File: config.mk
export PLATFORM = sky130hd
export DESIGN_NAME = rf_wb_scheduler
export DESIGN_NICKNAME = d
export VERILOG_FILES = /design/src/rtl/rf_wb_scheduler.sv
export SDC_FILE = /design/constraint.sdc
export NUM_CORES = 1
export LEC_CHECK = 0
export ABC_AREA = 1
export CORE_AREA = 2 2 118 120
export DETAILED_ROUTE_END_ITERATION = 16
export DIE_AREA = 0 0 120 122
export GPL_ROUTABILITY_DRIVEN = 0
export GPL_TIMING_DRIVEN = 0
export PLACE_DENSITY = 0.77
export SLEW_MARGIN = 20
export SYNTH_ARGS = -nofsm -noshare
export SYNTH_HDL_FRONTEND = slang
export SYNTH_SLANG_ARGS = --single-unit
export TNS_END_PERCENT = 1
File: constraint.sdc
create_clock -name clk -period 5.2 [get_ports clk]
set_input_delay 0.78 -clock clk [delete_from_list [all_inputs] [get_ports clk]]
set_output_delay 0.78 -clock clk [all_outputs]
set_load 0.1 [all_outputs]
File: src/rtl/rf_wb_scheduler.sv
// rf_wb_scheduler
// Owns the single RegisterFile write port and the in-flight destination
// scoreboard. It stalls issue on RAW/WAW hazards against the scoreboard. It
// round-robins the EXU and LSU writeback requests onto the port, and it
// registers the winning result so that it is written one cycle after the grant.
//
// Ports
//   clk, rst              clock; asynchronous active-high reset
//   iss_valid/rs1/rs2/rd  instruction offered by issue
//   iss_ready             no hazard on rs1/rs2/rd (independent of iss_valid)
//   exu_valid/rd/data     EXU writeback request; exu_ready = granted now
//   lsu_valid/rd/data     LSU writeback request; lsu_ready = granted now
//   rf_wen/waddr/wdata    RegisterFile write port (registered)
//   busy_vec              scoreboard, bit i = write to x[i] in flight
//   pend_cnt              popcount of busy_vec
//   err_spur              sticky: grant to a non-busy nonzero rd
module rf_wb_scheduler #(
    parameter int unsigned ADDR_WIDTH = 5,
    parameter int unsigned DATA_WIDTH = 32
) (
    input  logic                     clk,
    input  logic                     rst,
    input  logic                     iss_valid,
    input  logic [ADDR_WIDTH-1:0]    iss_rs1,
    input  logic [ADDR_WIDTH-1:0]    iss_rs2,
    input  logic [ADDR_WIDTH-1:0]    iss_rd,
    output logic                     iss_ready,
    input  logic                     exu_valid,
    input  logic [ADDR_WIDTH-1:0]    exu_rd,
    input  logic [DATA_WIDTH-1:0]    exu_data,
    output logic                     exu_ready,
    input  logic                     lsu_valid,
    input  logic [ADDR_WIDTH-1:0]    lsu_rd,
    input  logic [DATA_WIDTH-1:0]    lsu_data,
    output logic                     lsu_ready,
    output logic                     rf_wen,
    output logic [ADDR_WIDTH-1:0]    rf_waddr,
    output logic [DATA_WIDTH-1:0]    rf_wdata,
    output logic [(2**ADDR_WIDTH)-1:0] busy_vec,
    output logic [ADDR_WIDTH:0]      pend_cnt,
    output logic                     err_spur
);

    localparam int unsigned NUM_REGS  = 2 ** ADDR_WIDTH;
    localparam int unsigned CNT_WIDTH = ADDR_WIDTH + 1;

    logic [NUM_REGS-1:0]   busyQ;
    logic [NUM_REGS-1:0]   busyNext;
    logic [NUM_REGS-1:0]   setMask;
    logic [NUM_REGS-1:0]   clrMask;
    logic                  preferLsuQ;   // 1: LSU wins the next contention
    logic                  grantExu;
    logic                  grantLsu;
    logic                  grantAny;
    logic                  bothValid;
    logic [ADDR_WIDTH-1:0] grantRd;
    logic [DATA_WIDTH-1:0] grantData;
    logic                  spurious;

    // Hazard check against the registered scoreboard only.
    always_comb begin
        iss_ready = 1'b1;
        if (busyQ[iss_rs1] && (iss_rs1 != '0)) iss_ready = 1'b0;
        if (busyQ[iss_rs2] && (iss_rs2 != '0)) iss_ready = 1'b0;
        if (busyQ[iss_rd]  && (iss_rd  != '0)) iss_ready = 1'b0;
    end

    // Round-robin grant. The pointer only matters when both sides request.
    always_comb begin
        bothValid = exu_valid && lsu_valid;
        grantExu  = exu_valid && (!lsu_valid || !preferLsuQ);
        grantLsu  = lsu_valid && (!exu_valid ||  preferLsuQ);
        grantAny  = grantExu || grantLsu;
        grantRd   = grantLsu ? lsu_rd   : exu_rd;
        grantData = grantLsu ? lsu_data : exu_data;
        spurious  = grantAny && (grantRd != '0) && !busyQ[grantRd];
    end

    assign exu_ready = grantExu;
    assign lsu_ready = grantLsu;

    // Scoreboard next state. The clear comes from the write being committed
    // this edge, and a same-index set takes priority over that clear.
    always_comb begin
        setMask = '0;
        clrMask = '0;
        if (iss_valid && iss_ready && (iss_rd != '0)) setMask[iss_rd] = 1'b1;
        if (rf_wen) clrMask[rf_waddr] = 1'b1;
        busyNext = (busyQ & ~clrMask) | setMask;
    end

    // State and write-port registers.
    always_ff @(posedge clk or posedge rst) begin
        if (rst) begin
            busyQ      <= '0;
            pend_cnt   <= '0;
            preferLsuQ <= 1'b0;
            rf_wen     <= 1'b0;
            rf_waddr   <= '0;
            rf_wdata   <= '0;
            err_spur   <= 1'b0;
        end else begin
            busyQ    <= busyNext;
            pend_cnt <= CNT_WIDTH'($countones(busyNext));
            if (bothValid) preferLsuQ <= !preferLsuQ;
            rf_wen <= grantAny && (grantRd != '0);
            if (grantAny) begin
                rf_waddr <= grantRd;
                rf_wdata <= grantData;
            end
            if (spurious) err_spur <= 1'b1;
        end
    end

    assign busy_vec = busyQ;

endmodule

==> results of run 1 <==
==> path summary, 6_finish.rpt <==
kind                                             from                  endpoint  slack (ns)  depth (start not counted)
worst max-delay path                       iss_rs2[3]     pend_cnt[4]$_DFF_PP0_       -1.09                         26
worst min-delay path             err_spur$_DFFE_PP0P_      err_spur$_DFFE_PP0P_        0.46                          2
worst max register to register  busy_vec[6]$_DFF_PP0_     pend_cnt[4]$_DFF_PP0_       -0.90                         30
worst min register to register   err_spur$_DFFE_PP0P_      err_spur$_DFFE_PP0P_        0.46                          2
max in group asynchronous                         rst     busy_vec[4]$_DFF_PP0_        3.81                          3
min in group asynchronous                         rst  rf_wdata[26]$_DFFE_PP0P_        0.79                          2
==> timing repair <==
action	CTS	global route
gates cloned	4	0
hold endpoints to repair	0	0
gates resized for setup	82	16
setup buffers	17	6
endpoints found under the setup margin	6	6
pin swaps	26	23
==> kinds of logic (layout without fill, tap and decap cells) <==
family	Yosys count	in the layout	synth area share
flops	78	78	0.339
buf+inv	154	366	0.110
fa+ha+maj	31	31	0.0987
compound gates	147	147	0.138
simple gates	420	420	0.309
xor+xnor	3	3	0.00457
==> layout by cell type, fill, tap and decap left out, types with 17 or more instances in the layout <==
| master | n |
|---|---|
| nand4_1 | 29 |
| inv_1 | 83 |
| a21oi_1 | 35 |
| buf_4 | 28 |
| inv_2 | 25 |
| clkdlybuf4s50_1 | 160 |
| nand2_1 | 250 |
| dfrtp_2 | 17 |
| o21ai_0 | 82 |
| dfrtp_1 | 61 |
| fa_1 | 20 |
| nand3_1 | 64 |
| o211ai_1 | 17 |
| nor2_1 | 42 |
==> tightest hold or removal path: cells and delay by family (launching register included) <==
family / cells / cell delay [ns]
AND/OR/NAND/NOR: 1 / 0.05
flip-flops: 1 / 0.34
buffers and inverters: 1 / 0.04
==> metrics by stage <==
stage | std cells | area, µm² | TNS [ns]
2_1_floorplan | 833 | 5870 | -4.16
3_3_place_gp | 1182 | 7780 | -10.80
3_5_place_dp | 1183 | 7820 | -11.17
4_1_cts | 1220 | 8430 | -4.92
5_1_grt | 1225 | 8510 | -6.43
6_report | 1225 | 8510 | -5.09
==> metal layers <==
metal	routed length, µm	GRT usage	share of wire	vias to the layer above
li1	-	-	-	3124
met1	8330	0.383	0.40	3071
met2	10200	0.482	0.48	363
met3	1810	0.0506	0.086	85
met4	781	0.126	0.037	0
met5	0	0	0	-
==> state kept, by name, indices dropped and copies added (netlist names) <==
register	cells
busy_vec	32
rf_wdata	32
pend_cnt	6
rf_waddr	5
err_spur	1
preferLsuQ	1
rf_wen	1
==> area by class of cell <==
cell class	instances	area, µm²
Timing Repair Buffer	197	1910
Clock buffer	11	253
Clock inverter	5	56.3
Multi-Input combinational cell	601	3370
Fill cell	1178	5000
Inverter	116	455
Buffer	37	262
Tap cell	180	225
Sequential cell	78	1970
==> results.txt, run 1 <==
The starting utilization of the core area came out at 0.426. After synthesis, the cell types taking the most area are dfrtp_1 34%, nand2_1 17%, fa_1 8.4%, o21ai_0 7.3%, inv_1 6.1%. The area enclosed by the die boundary came out at 14600 µm².

The highest net fanout along the worst path is 4. The final-report hold violation count is 0. Pin placement for this block handled between 150 and 200 I/O pins.

The maximum buffer depth of the clock tree is 2. The headroom to the max-slew limit is 0.312. 0 antenna diodes ended up in the layout. The largest net degree at the start of global routing is 49. The most common cell in the synthesized netlist is nand2_1. The flow ran to the end, but the final reports show violations. Dividing the final minimum period by the clock period gives 1.21. The number of buffers added to fix hold violations after cts is 0. The placeable core region came out at approximately 14000 µm². The combined global-route utilization of all metal layers is 0.294. Port buffering added ~170 buffers.

In the routed design, unresolved DRC markers number 0. The chip height is between 100 and 150 µm. The number of antenna violations at the first check in global routing was 0. The total count of max-transition violations in the final report is 0. The aggregate global routing overflow came out at 0. The share of the core filled with cells came out at 0.630. The width of the die came out at around 120 µm. The arrival time at the worst endpoint came out at ~6.6 ns. The post-route worst hold slack is roughly 0.46 ns. The proportion of netlist area held by the largest area contributor came out at 0.339. The first global-routing pass estimated 33.2 mm of wire. Clock tree synthesis selected as its root buffer the cell clkbuf_16. The critical path buffer and inverter count is 7. The final setup violation count came out at 6. A synthesized cell averages ~6.9 µm². The area growth from synthesis to layout is 47.8%. Sorting the synthesized cells by how often they occur yields 258 x nand2_1, 94 x inv_1, 84 x o21ai_0. STA classifies the critical path startpoint as a primary input. The class of the worst hold path is flop to flop.

The count of flip-flops with a built-in enable after synthesis is 0. The max-cap check violation count is 0. The mapped netlist covers between 5000 and 6000 µm². The clock tree from TritonCTS is done.

The clock arrives with about 0.0070 ns of skew. For the pin with the worst max-slew slack, the measured transition is between 1 and 1.5 ns. In the final routed layout, each cell accounts on average for 17.2 µm. The critical path in this run is classified as primary input to flop. The overall via count from detail_route came out at around 6600. The cell family with the largest share of critical-path delay is adder cells. For this run, asynchronously set or reset flops after synthesis account for 1.00. The number of sinks handled by clock tree synthesis came out at ~80.

The largest stage delay on the critical path is 0.55 ns. The remaining antenna violation count came out at 0. The number of levels in the clock H-tree came out at 3. The half-perimeter wire length of the detailed placement result is between 15 and 20 mm. The synthesized net count is 958. The net total in the final layout came out at around 1200. The clock-pin transition on the worst setup and hold timing paths is 0.06 ns.

The number of clock buffers added by TritonCTS is 9. The worst slack at placement is -2.11 ns. The time the worst path needs with I/O delays and setup came out at roughly 6.3 ns. Among all flip-flop cells after synthesis, the most frequent one is dfrtp_1. The total detailed-routing wirelength is between 20 and 25 mm. The worst setup slack after layout came out at -1.09 ns. The post-synthesis cell type count came out at 30. The number of storage elements in the synthesis netlist came out at between 70 and 80.

The element type at the critical path end is a flop. The post-detailed-route via-to-cell ratio is roughly 5.4. The clock latency at the later pin of the worst-skew pair is between 0.3 and 0.4 ns.

The endpoint required time on the critical path came out at 5.47 ns. The detailed router finished its first iteration with 994 violations. The sequential share of the synthesized area came out at 0.339. The floorplan row count is 43.

The slowest stage of the critical path belongs to the cell fa_2. Synthesis produced roughly 830 cells. Setup repair after global routing could not meet its margin everywhere. The checks that failed: setup timing.

The fraction of final layout cells with drive strength greater than 1 came out at 0.154. The library cell occupying the most area in the post-synthesis netlist is dfrtp_1. The pre-antenna-repair detailed-routing pass consisted of 8 iterations.

The highest achievable clock rate is ~160 MHz. The number of global-route vias before repair came out at roughly 6400. The synthesis warning total is 0.
Power of run 1 is not shown: default switching activity piles up to over one toggle a cycle in this logic, so the estimate is an artifact.
==> inputs of run 2 (changes only) <==
Settings changed: CORE_AREA 2 2 118 120 to 4 4 120 122, DIE_AREA 0 0 120 122 to 0 0 124 126.
==> run 2 against run 1 <==
Effect of this change: sequential share of layout area rose by 0.28 points; die area up 6.7%; the flow still finishes with violations (setup timing); global-route usage down 1.6 points; flip-flop and latch count unchanged; clock skew grew 0.0047 ns; critical path type unchanged; first-iteration DRC count down 21%; design area is 1.2% lower; register-to-register slack lost 0.04 ns; core utilization grew 0.74 points; count of clock-buffer cells in the layout rose by 1.
==> results.txt, run 2 (synthesized netlist as in run 1, its figures left out) <==
The overall via count from detail_route came out at 6623 (was 6643). The CTS buffer count is 9 (unchanged). The total detailed-routing wirelength came out at 21.2 mm (was 21.1 mm). The kind of critical path is primary input to flop (unchanged). The count of buffers from port buffering was 169 (unchanged). The highest achievable clock rate is 159 MHz (about the same). The post-route worst hold slack is 0.466 ns (was 0.463 ns).

The largest net degree at the start of global routing came out at 47 (was 49). The worst slack at placement is -2.13 ns (was -2.11 ns). The final instance area came out at 8410 µm² (was 8510 µm²). The floorplan row count is 42 (was 43). The net total in the final layout came out at 1160 (was 1165). The starting utilization of the core area came out at 0.436 (was 0.426). The layout-stage area growth over the synthesis result is 46.1% (was 47.8%). The number of antenna cells inserted was 0 (unchanged).

RSZ-0062 raised after global routing: yes (unchanged). The cell that appears most often on the critical path is fa_1. The clock tree from TritonCTS is done (unchanged). The number of levels in the clock H-tree came out at 3 (unchanged). The actual slew at the worst max-slew pin came to 1.08 ns (was 1.03 ns).

The highest net fanout along the worst path came to 10 (was 4). The worst setup slack after layout is -1.11 ns (was -1.09 ns). The number of global-route vias before repair is 6405 (was 6370). The largest stage delay on the critical path is 0.58 ns (was 0.55 ns). The met2 usage in global routing is 0.444 (was 0.482). The width of the die is 124 µm (was 120 µm). The worst clock skew came out at 0.0116 ns (was 0.00697 ns). The initial DRC count is 784 (was 994). The clock latency at the later pin of the worst-skew pair is 0.35 ns (about the same). The time the worst path needs with I/O delays and setup came out at 6.31 ns (was 6.29 ns).

The chip height is 126 µm (was 122 µm). The fraction of final layout cells with drive strength greater than 1 came out at 0.143 (was 0.154). The clock-pin transition on the worst setup and hold timing paths is 0.07 ns (was 0.06 ns). The headroom to the max-slew limit is 0.275 (was 0.312). The met1 track utilization from global routing is 0.352 (was 0.383). The total I/O pin count came out at 174 (unchanged). The post-detailed-route via-to-cell ratio came to 5.45 (was 5.42). The nature of the critical path startpoint was a primary input (unchanged). The DRC violations left was 0 (unchanged). The instance count after placement with tap cells included is 1179 (was 1183). Violated checks: setup timing (unchanged). The class of the worst hold path is flop to flop (unchanged).

The root buffer selected by CTS is clkbuf_16 (unchanged). The post-route fraction of the period consumed by the critical path came out at 1.21 (about the same). The average routed wire per standard cell is 17.5 µm (was 17.2 µm). The maximum buffer depth of the clock tree came out at 2 (unchanged). The half-perimeter wire length of the detailed placement result came to 15.9 mm (was 15.6 mm). The total placed instance area is 7800 µm² (was 7820 µm²). The final-report hold violation count came to 0 (unchanged). The remaining antenna violation count came out at 0 (unchanged). The arrival time at the worst endpoint came out at 6.57 ns (was 6.56 ns). The endpoint required time on the critical path is 5.46 ns (was 5.47 ns). The slowest library cell on the worst path was fa_1 (was fa_2). The element type at the critical path end is a flop (unchanged). Most frequent cells in the layout: 250 x nand2_1, 160 x clkdlybuf4s50_1, 83 x inv_1, 83 x o21ai_0, 65 x nand3_1 (was 250 x nand2_1, 160 x clkdlybuf4s50_1, 83 x inv_1, 82 x o21ai_0, 64 x nand3_1). The number of detailed-routing iterations run before antenna repair came out at 6 (was 8).

Result of the run: finished, violations left (unchanged). The max-cap check violation count is 0 (unchanged). The most frequent standard cell in the layout excluding fill and tap cells is nand2_1 (unchanged).

The number of antenna violations at the first check in global routing came out at 0 (unchanged). The area enclosed by the die boundary is 15600 µm² (was 14600 µm²). The routing layer with the top usage in global route is met2 (unchanged). The total count of max-transition violations in the final report is 0 (unchanged). The met3 usage was 0.0596 (was 0.0506). The wire length of the first global-routing pass is 33.5 mm (was 33.2 mm). The aggregate global routing overflow came out at 0 (unchanged).

The number of sinks handled by clock tree synthesis is 78 (unchanged). The placeable core region is 13200 µm² (was 13500 µm²). The final setup violation count came out at 6 (unchanged). The non-filler instance count after layout is 1216 (was 1225).

The combined global-route utilization of all metal layers came out at 0.277 (was 0.294).
[run 2: changes by cell type in the layout (fill, tap and decap cells not counted), moves of 2 or more]
| cell | change |
|---|---|
| buf_4 | -8 |
| buf_12 | +2 |
| buf_2 | +2 |
| clkbuf_1 | +2 |
| clkinv_2 | -2 |
| clkinv_4 | +2 |
| fa_1 | +2 |
| fa_2 | -2 |
[run 2: final cells by class]
class | count | area, µm²
plain buffers | 38 | 282
well taps | 176 | 220
multi-input cells | 601 | 3330
flip-flops and latches | 78 | 1970
clock buffers | 12 | 246
inverters | 116 | 460
fillers | 1150 | 4780
clock inverters | 4 | 32.5
repair buffers | 191 | 1860
[run 2: timing repair]
| action | 4_1_cts | 5_1_grt |
|---|---|---|
| gates resized for setup | 90 | 3 |
| setup endpoints to repair | 6 | 6 |
| setup buffers | 16 | 1 |
| hold buffers | 0 | 0 |
| pin swaps | 36 | 8 |
| cloned | 5 | 0 |
[run 2: stage by stage]
stage | utilization | setup TNS, ns
final | 0.637 | -5.04
after global routing | 0.637 | -6.46
after CTS | 0.636 | -4.96
after floorplan | - | -4.16
after global placement | 0.590 | -10.96
after detailed placement | 0.592 | -11.18
[run 2: metal layers]
layer | vias up | wire (µm)
met5 | - | 0
met4 | 0 | 1010
met3 | 85 | 1770
met2 | 366 | 10200
met1 | 3052 | 8200
li1 | 3120 | -
[run 2: final timing paths]
check | start | endpoint | slack, ns | depth (start not counted)
setup / recovery | iss_rd[2] | pend_cnt[4]$_DFF_PP0_ | -1.11 | 30
setup reg to reg | busy_vec[6]$_DFF_PP0_ | pend_cnt[4]$_DFF_PP0_ | -0.94 | 31
max in group asynchronous | rst | busy_vec[23]$_DFF_PP0_ | 3.74 | 3
min in group asynchronous | rst | rf_wdata[21]$_DFFE_PP0P_ | 0.86 | 2
hold / removal | err_spur$_DFFE_PP0P_ | err_spur$_DFFE_PP0P_ | 0.47 | 2
hold reg to reg | err_spur$_DFFE_PP0P_ | err_spur$_DFFE_PP0P_ | 0.47 | 2
[run 2: critical path: cells and delay by family]
family                     cells  cell delay, ns
and+or+nand+nor               12            1.08
buffers and inverters          8            0.82
AOI/OAI and AO/OA              1            0.14
adders and majority gates      8            3.61
xor gates and xnor gates       1            0.13
Power of run 2 is left out for the same reason.
==> inputs of run 3 (changes only) <==
Settings changed: GPL_TIMING_DRIVEN 0 to default.
==> run 3 against run 2 <==
Effect of this change: final cell count is 6.3% higher; design area is 7.4% higher; clock skew is 0.0032 ns lower; worst hold slack better by 0.0026 ns; first-iteration DRC count is 22% higher; setup slack better by 0.085 ns; register-to-register slack better by 0.13 ns; critical path depth is 1 lower; the flow still finishes with violations (setup timing); flip-flop and latch count stayed put; largest cell class unchanged; die area stayed put.
==> results.txt, run 3 (synthesized netlist as in run 1, its figures left out) <==
Most frequent cells in the layout: 252 x nand2_1, 158 x clkdlybuf4s50_1, 117 x buf_4, 84 x inv_1, 81 x o21ai_0 (was 250 x nand2_1, 160 x clkdlybuf4s50_1, 83 x inv_1, 83 x o21ai_0, 65 x nand3_1). The net total in the final layout came to 1236 (was 1160). RSZ-0062 raised after global routing: yes (unchanged). The setup TNS came out at -4.72 ns (was -5.04 ns).

Violated checks: setup timing (unchanged). The kind of critical path is primary input to flop (unchanged). The fraction of final layout cells with drive strength greater than 1 is 0.214 (was 0.143).

The number of global-route vias before repair came out at 6632 (was 6405). The CTS buffer count was 9 (unchanged). The worst hold path startpoint is err_spur$_DFFE_PP0P_ (unchanged). The max-cap check violation count came to 0 (unchanged). The total detailed-routing wirelength is 21.7 mm (was 21.2 mm). The root buffer selected by CTS is clkbuf_16 (unchanged).

The average routed wire per standard cell came out at 16.8 µm (was 17.5 µm). The fill cell instance count of the final layout came out at 1094 (was 1150). The clock latency at the later pin of the worst-skew pair came to 0.34 ns (was 0.35 ns). The total count of max-transition violations in the final report was 0 (unchanged). The half-perimeter wire length of the detailed placement result came out at 16.7 mm (was 15.9 mm). The maximum buffer depth of the clock tree came out at 2 (unchanged). The clock tree from TritonCTS is done (unchanged). The highest achievable clock rate is 161 MHz (was 159 MHz). The overall via count from detail_route came to 6882 (was 6623). The total I/O pin count came out at 174 (unchanged). The number of sinks handled by clock tree synthesis came out at 78 (unchanged). The area enclosed by the die boundary came out at 15600 µm² (unchanged). The final-report hold violation count is 0 (unchanged). The number of detailed-routing iterations run before antenna repair is 6 (unchanged). The layout-stage area growth over the synthesis result came out at 56.9% (was 46.1%). The actual slew at the worst max-slew pin is 1.03 ns (was 1.08 ns). The total area of multi-input combinational cells is 3300 µm² (was 3330 µm²). The final instance area is 9020 µm² (was 8410 µm²). The element type at the critical path end is a flop (unchanged).

The highest net fanout along the worst path came to 5 (was 10). The worst setup slack after layout is -1.02 ns (was -1.11 ns). The class of the worst hold path is flop to flop (unchanged). The number of antenna violations at the first check in global routing came out at 0 (unchanged). The initial DRC count came to 955 (was 784). The most prevalent standard cell on the critical path is inv_1 (was fa_1).

The floorplan row count is 42 (unchanged). The chip height is 126 µm (unchanged). The storage element area was 1970 µm² (unchanged). The headroom to the max-slew limit came to 0.310 (was 0.275). The post-detailed-route via-to-cell ratio came out at 5.33 (was 5.45). Result of the run: finished, violations left (unchanged). The launch point of the worst path is iss_rs1[2] (was iss_rd[2]). The slowest library cell on the worst path is fa_2 (was fa_1). The sum of met3 wire segment lengths after detailed routing came to 1.90 mm (was 1.77 mm). The starting utilization of the core area was 0.436 (unchanged).

The combined global-route utilization of all metal layers is 0.279 (was 0.277). The largest net degree at the start of global routing came out at 47 (unchanged). The amount of wire on met2 after detailed routing came to 10.5 mm (was 10.2 mm). The count of buffers from port buffering is 173 (was 169). The aggregate global routing overflow was 0 (unchanged). The arrival time at the worst endpoint came out at 6.48 ns (was 6.57 ns). The nature of the critical path startpoint is a primary input (unchanged). The final setup violation count came out at 6 (unchanged). The placeable core region came out at 13200 µm² (unchanged). The launching point of the worst reg2reg path was busy_vec[6]$_DFF_PP0_ (unchanged).

The post-route fraction of the period consumed by the critical path is 1.20 (was 1.21). The remaining antenna violation count came out at 0 (unchanged). The highest metal layer used by the detailed router is met4 (unchanged).

The worst clock skew came out at 0.00848 ns (was 0.0116 ns). The post-route worst hold slack was 0.468 ns (was 0.466 ns). The number of levels in the clock H-tree came out at 3 (unchanged). The endpoint required time on the critical path came to 5.46 ns (about the same). The total routed wire length on the met1 layer came out at 8.56 mm (was 8.20 mm). The wire length of the first global-routing pass is 34.2 mm (was 33.5 mm). The most frequent standard cell in the layout excluding fill and tap cells is nand2_1 (unchanged). The largest stage delay on the critical path is 0.57 ns (was 0.58 ns). The clock-pin transition on the worst setup and hold timing paths is 0.06 ns (was 0.07 ns).

The width of the die is 124 µm (unchanged). The total placed instance area came out at 8550 µm² (was 7800 µm²). The share of the core filled with cells is 0.684 (was 0.637). The time the worst path needs with I/O delays and setup came out at 6.22 ns (was 6.31 ns). The number of antenna cells inserted is 0 (unchanged). The DRC violations left is 0 (unchanged).
## run 3: cell count changes in the layout (fill, tap and decap cells not counted), moves of 3 or more
cell / before / now
buf_4: 20 / 117
nor3_4: 7 / 3
clkbuf_1: 12 / 1
buf_2: 10 / 4
buf_1: 5 / 0
inv_4: 4 / 1
clkbuf_2: 0 / 3
nor3_2: 1 / 5
buf_6: 14 / 11
## run 3: per-stage QoR
stage	setup slack, ns	instances
final	-1.02	1292
after global routing	-1.26	1292
after CTS	-0.996	1287
after detailed placement	-1.71	1268
after global placement	-1.64	1268
after floorplan	-0.900	833
## run 3: worst paths after layout
check / slack, ns / end / cells after the start
worst min register to register: 0.47 / err_spur$_DFFE_PP0P_ / 2
min in group asynchronous: 0.80 / rf_wdata[21]$_DFFE_PP0P_ / 2
max in group asynchronous: 3.35 / busy_vec[4]$_DFF_PP0_ / 3
worst min-delay path: 0.47 / err_spur$_DFFE_PP0P_ / 2
worst max register to register: -0.81 / pend_cnt[4]$_DFF_PP0_ / 30
worst max-delay path: -1.02 / pend_cnt[4]$_DFF_PP0_ / 29
## run 3: metal layers
metal,vias up,track usage
met4,0,0.0973
met1,3181,0.367
li1,3264,-
met5,-,0
met2,374,0.451
met3,63,0.0610
## run 3: area by class of cell
class / count / share of cell area
multi-input combinational: 601 / 0.366
timing repair buffer: 305 / 0.310
sequential: 78 / 0.219
inverter: 116 / 0.0499
clock buffer: 11 / 0.0269
tap: 176 / 0.0244
clock inverter: 5 / 0.00458
## run 3: worst max-delay path: cells and delay by family
family          cells  cell delay [ns]
xor+xnor            1             0.12
compound gates      1             0.14
simple gates       11             1.04
fa+ha+maj           8             3.53
buf+inv             8             0.88
## run 3: repair_timing
action	CTS	global route
pin swaps	11	15
endpoints found under the setup margin	6	6
resized for setup	44	30
gates cloned	1	2
buffers inserted	2	3
endpoints found under the hold margin	0	0
hold buffers	0	0
Power of run 3 is left out for the same reason.
